### config.mk
export PLATFORM = sky130hd
export DESIGN_NAME = instr_fetch_unit
export DESIGN_NICKNAME = d
export VERILOG_FILES = /design/src/rtl/instr_fetch_unit.sv
export SDC_FILE = /design/constraint.sdc
export NUM_CORES = 1
export LEC_CHECK = 0
export CAP_MARGIN = 30
export CORE_MARGIN = 2
export CORE_UTILIZATION = 44
export CTS_CLUSTER_SIZE = 20
export DETAILED_ROUTE_END_ITERATION = 8
export PLACE_DENSITY = 0.76
export SLEW_MARGIN = 10
export SYNTH_ARGS = -nofsm -noshare
export SYNTH_HDL_FRONTEND = slang
export SYNTH_SLANG_ARGS = --single-unit
### constraint.sdc
create_clock -name clk -period 2.8 [get_ports clk]
set_input_delay 0.56 -clock clk [delete_from_list [all_inputs] [get_ports clk]]
set_output_delay 0.56 -clock clk [all_outputs]
set_load 0.03 [all_outputs]
### src/rtl/instr_fetch_unit.sv
// Fetch stage: holds the PC, fetches 16-bit words over a req/ack handshake and
// presents them to the decoder through the instruction register.
module instr_fetch_unit #(
  parameter int unsigned          ADDR_W   = 16,
  parameter logic [ADDR_W-1:0]    RESET_PC = '0
) (
  input  logic              clk,
  input  logic              rst,
  output logic              imem_req,
  output logic [ADDR_W-1:0] imem_addr,
  input  logic              imem_ack,
  input  logic [15:0]       imem_rdata,
  output logic [15:0]       ir_out,
  output logic              ir_valid,
  input  logic              ir_ready,
  input  logic              stall,
  input  logic              branch_en,
  input  logic [ADDR_W-1:0] branch_target,
  output logic [ADDR_W-1:0] pc_out,
  output logic [15:0]       retire_cnt
);

  localparam logic [1:0] StIdle  = 2'd0;
  localparam logic [1:0] StFetch = 2'd1;
  localparam logic [1:0] StHold  = 2'd2;
  localparam logic [1:0] StFlush = 2'd3;

  logic [1:0]        state_q, state_d;
  logic [ADDR_W-1:0] pc_q, pc_d;
  logic [ADDR_W-1:0] flush_addr_q, flush_addr_d;
  logic [15:0]       ir_q, ir_d;
  logic              ir_valid_q, ir_valid_d;
  logic [ADDR_W-1:0] pc_out_q, pc_out_d;
  logic [15:0]       retire_q, retire_d;
  logic              consume;

  assign consume = ir_valid_q & ir_ready & ~stall;

  always_comb begin
    state_d      = state_q;
    pc_d         = pc_q;
    flush_addr_d = flush_addr_q;
    ir_d         = ir_q;
    ir_valid_d   = ir_valid_q;
    pc_out_d     = pc_out_q;
    retire_d     = retire_q;
    case (state_q)
      StIdle: state_d = StFetch;
      StFetch: begin
        if (imem_ack) begin
          if (branch_en) begin
            // Data arriving with a redirect belongs to the wrong path; drop it.
            pc_d = branch_target;
          end else begin
            ir_d       = imem_rdata;
            pc_out_d   = pc_q;
            pc_d       = pc_q + ADDR_W'(1);
            ir_valid_d = 1'b1;
            state_d    = StHold;
          end
        end else if (branch_en) begin
          // Request is in flight: remember its address until the ack drains it.
          pc_d         = branch_target;
          flush_addr_d = pc_q;
          state_d      = StFlush;
        end
      end
      StHold: begin
        if (consume) begin
          ir_valid_d = 1'b0;
          retire_d   = retire_q + 16'd1;
          state_d    = StFetch;
        end
        if (branch_en) begin
          pc_d       = branch_target;
          ir_valid_d = 1'b0;
          state_d    = StFetch;
        end
      end
      StFlush: begin
        if (branch_en) pc_d = branch_target;
        if (imem_ack) state_d = StFetch;
      end
      default: state_d = StIdle;
    endcase
  end

  always_ff @(posedge clk or posedge rst) begin
    if (rst) begin
      state_q      <= StIdle;
      pc_q         <= RESET_PC;
      flush_addr_q <= RESET_PC;
      ir_q         <= '0;
      ir_valid_q   <= 1'b0;
      pc_out_q     <= '0;
      retire_q     <= '0;
    end else begin
      state_q      <= state_d;
      pc_q         <= pc_d;
      flush_addr_q <= flush_addr_d;
      ir_q         <= ir_d;
      ir_valid_q   <= ir_valid_d;
      pc_out_q     <= pc_out_d;
      retire_q     <= retire_d;
    end
  end

  assign imem_req   = (state_q == StFetch) || (state_q == StFlush);
  assign imem_addr  = (state_q == StFlush) ? flush_addr_q : pc_q;
  assign ir_out     = ir_q;
  assign ir_valid   = ir_valid_q;
  assign pc_out     = pc_out_q;
  assign retire_cnt = retire_q;

endmodule
# Word-level counts from Yosys, hierarchy flattened
# Index checks and enable logic that the tools add are counted.
[word_totals]
wordCells = 50
out_inout_bits = 66
in_bits = 38
regBits = 83
[op_classes]
n_mux = 17
addsub = 2
n_bitwise = 5
n_reduce_logical = 10
eq_ne = 9
[op_table]
columns = ["op", "count"]
rows = [
  ["$mux 16", 4],
  ["$add 16x1->16 const B", 2],
  ["$pmux 16 s2", 1],
  ["$mux 2", 6],
  ["$ne 3x3->1 const B", 3],
  ["$pmux 2 s4", 1],
  ["$reduce_and 4->1", 2],
  ["$ne 2x2->1 const B", 3],
  ["$reduce_and 3->1", 2],
  ["$eq 2x2->1 const B", 2],
  ["$mux 1", 4],
  ["$reduce_bool 2->1", 2],
  ["$not 1->1", 3],
  ["$and 1x1->1", 2],
  ["$eq 2x1->1 const B", 1],
  ["$logic_not 2->1", 1],
  ["$pmux 1 s2", 1],
  ["$reduce_and 2->1", 1],
  ["$reduce_or 2->1", 1],
  ["$logic_or 1x1->1", 1],
]

# Longest topological paths before layout
[depth]
ltp_word = 5
mapped_depth = 7
mapped_depth_nobuf = 5

# Worst setup path after synthesis
# OpenSTA, ideal clock, no wires.
[synth_timing]
kind = "register -> output"
from = "register state_q[1]"
to = "output port imem_addr[10]"
path_buffers = 3
path_slack_ns = 0.722
arrival_time_ns = 1.518
required_ns = 2.240
path_stages_with_launch = 6
cell_sequence = "dfrtp_1 buf_4 buf_2 nand2_1 buf_2 mux2_2"
[synth_via]
elab_chain_len = 2
[synth_lines]
columns = ["item", "line_no", "rtl"]
rows = [
  ["start: declaration", "28", "logic [1:0] state_q, state_d;"],
  ["start signal: assignment", "90", "state_q <= StIdle;"],
  ["start signal: assignment", "98", "state_q <= state_d;"],
  ["$eq 2x2->1", "109", "assign imem_addr = (state_q == StFlush) ? flush_addr_q : pc_q;"],
  ["$mux 16", "109", ""],
  ["end: declaration", "10", "output logic [ADDR_W-1:0] imem_addr,"],
]
# Every way passes these cells.

# Worst setup path in the final report
[layout_timing]
from = "register state_q[0]"
to = "output port imem_addr[12]"
# Same word-level chain as after synthesis.

==> impl_metrics.yaml <==
power:
  vdd_ir_drop_max_v: 0.000487
  totalPowerFinal_w: 0.00468
  leakagePower_nw: 2.22
  p_per_area_nw_per_um2: 872
logic_synthesis:
  synth_fa_ha_area_share_pct: 0.622
  ys_seq_area_share_pct: 51.6
  synth-main-ff-cell: "dfrtp_1"
  synth_largest_area_cell: "dfrtp_1"
  synth_compound_area_share_pct: 8.52
  synth_cells: 349
  ys_top_cells_by_area: "dfrtp_1 52%, mux2_2 18%, xnor2_1 2.8%"
  yosysTopAreaCellShare_pct: 51.6
  synth.area.mux_share_pct: 18.2
  netlist_top_cells_count: "83 x dfrtp_1, 65 x mux2_2, 27 x nand2_1"
  synth_top_family_by_area: "multiplexers"
  synth_nets: 389
  yosys_register_bits: 83
  synth_cell_types: 53
  synth_most_common_cell: "dfrtp_1"
  ys_warn_count: 0
  syn-cell-area_sq_um: 4020
  synthXorXnorAreaFrac_pct: 3.92
  synth_edf_count: 0
  avgSynthCellArea_sq_um: 11.5
  synth-simple-area-share_pct: 13.8
  synthArstFlopShare_pct: 100
detailed_routing:
  dr.pass1.iters: 4
  wl_um: 9250
  vias: 3084
  route.detailed.drc: 0
  final_antenna_net_count: 0
  routedWlPerCell_um: 16.4
  vias_per_cell: 5.48
  drtIter0Drc: 218
global_route:
  grt_pass1_vias: 3030
  antenna_found_initial: 0
  overflow: 0
  grt_pass1_wl_um: 15200
  grt_max_degree: 55
  grt_util_all_layers_pct: 19.1
worst_setup_path:
  startpoint: "state_q[0]"
  r2r-start: "state_q[1]"
  worstSetupEndpointType: "output pin"
  worstSetupPathType: "flop to output pin"
  crit_fanout: 10
  required_ns: 2.24
  startpoint_type: "flop"
  arrival_ns: 1.81
finish:
  syn_to_final_growth_pct: 33.4
  final_util_pct: 61.0
  nNetsFinal: 491
  layout-drive-gt1-share_pct: 25.3
  fin_cells: 563
  diodes: 0
  fillers: 722
worst_hold_path:
  hp-class: "flop to flop"
  hp-start: "retire_cnt[15]"
sta:
  setup-violations-final: 0
  drv_slew: 0
  fin_setup_tns_ns: 0
  rsz0062_at_grt: "no"
  hold_violations: 0
  skew_ns: 0.00910
  max_freq_mhz: 422
  slew_headroom_pct: 64.9
  worst_pin_slew_ns: 0.526
  holdWs_ns: 0.479
  post-route-period-util_pct: 84.6
  finalCriticalPeriod_ns: 2.37
clock_tree:
  numClockSinks: 83
  clock_latency_ns: 0.34
  cts_tree: "yes"
  cts_resized: 0
  hold_buffers: 0
  clk_pin_slew_ns: 0.08
  ctsRootBufferMaster: "clkbuf_8"
  cts_setup_buffers: 0
  cts_max_level: 3
  cts_buffer_depth: 2
  cts_buffers: 9
place:
  place.gp.congestion: 0.861
  place_hpwl_um: 6640
  portBuffers: 103
  dp_cells: 548
floorplanning:
  pin_count: 104
  core_sq_um: 8810
  die_h_um: 99.6
  rows: 34
  die_w_um: 99.6
  initial_utilization_pct: 45.7
  dieArea_sq_um: 9930
run:
  cap_violations: 0
outcome:
  status: "completed"
-- final timing paths --
path | endpoint | slack (ns) | cells after the start
worst max-delay path | imem_addr[12] | 0.43 | 4
min in group asynchronous | ir_out[12] | 0.56 | 2
max in group asynchronous | pc_q[5] | 1.58 | 3
worst min register to register | retire_cnt[15] | 0.48 | 1
worst max register to register | pc_q[13] | 0.91 | 5
worst min-delay path | retire_cnt[15] | 0.48 | 1
-- stage by stage --
| step | instance area (sq um) | worst slack [ns] |
|---|---|---|
| after floorplan | 4020 | 0.103 |
| after global placement | 5180 | 0.333 |
| after global routing | 5370 | 0.334 |
| after detailed placement | 5180 | 0.200 |
| after CTS | 5370 | 0.397 |
| final | 5370 | 0.432 |
-- kinds of logic after synthesis --
group | count (synthesis)
AO/OA/AOI/OAI | 55
multiplexers | 65
XOR/XNOR | 18
buffers and inverters | 30
flip-flops | 83
adder cells (fa/ha/maj) | 2
AND/OR/NAND/NOR | 96
-- flip-flops by register name, indices dropped and copies added (netlist names) --
name	count
retire_cnt	16
ir_out	16
pc_q	16
state_q	2
pc_out	16
ir_valid	1
flush_addr_q	16
-- area by class of cell --
class / count / area, sq um / share of cell area [%]
clock buffer: 11 / 131 / 2.45
clock inverter: 4 / 52.6 / 0.979
inverter: 5 / 20.0 / 0.373
multi-input combinational: 236 / 1810 / 33.8
sequential: 83 / 2080 / 38.7
tap: 108 / 135 / 2.52
timing repair buffer: 116 / 1140 / 21.2
-- report_power, final --
| part | internal [W] | switching (W) |
|---|---|---|
| Combinational | 0.000976 | 0.00106 |
| Sequential | 0.00156 | 0.000264 |
| Clock | 0.000408 | 0.000411 |
| Total | 0.00294 | 0.00174 |
-- critical path, cell delays in order, from the launching register on --
cell and delay (ns):
dfrtp_1 0.38, nand2_1 0.28, buf_4 0.27, mux2_2 0.36, buf_4 0.17
-- metal layers --
metal | track usage (%) | up-vias | wire length [um]
met5 | 0 | - | 0
met4 | 4.85 | 0 | 90
met3 | 3.65 | 7 | 357
met2 | 32.6 | 82 | 4800
met1 | 25.2 | 1542 | 4000
li1 | - | 1453 | -
-- layout by cell type, fill, tap and decap left out, drive strengths merged, types with 11 or more instances in the layout --
cell type,n
o21ai,22
nand2,28
buf,29
dfrtp,83
xnor2,13
clkbuf,11
clkdlybuf4s50,87
nand3,13
mux2,65
Power figures use the tool's default switching activity.
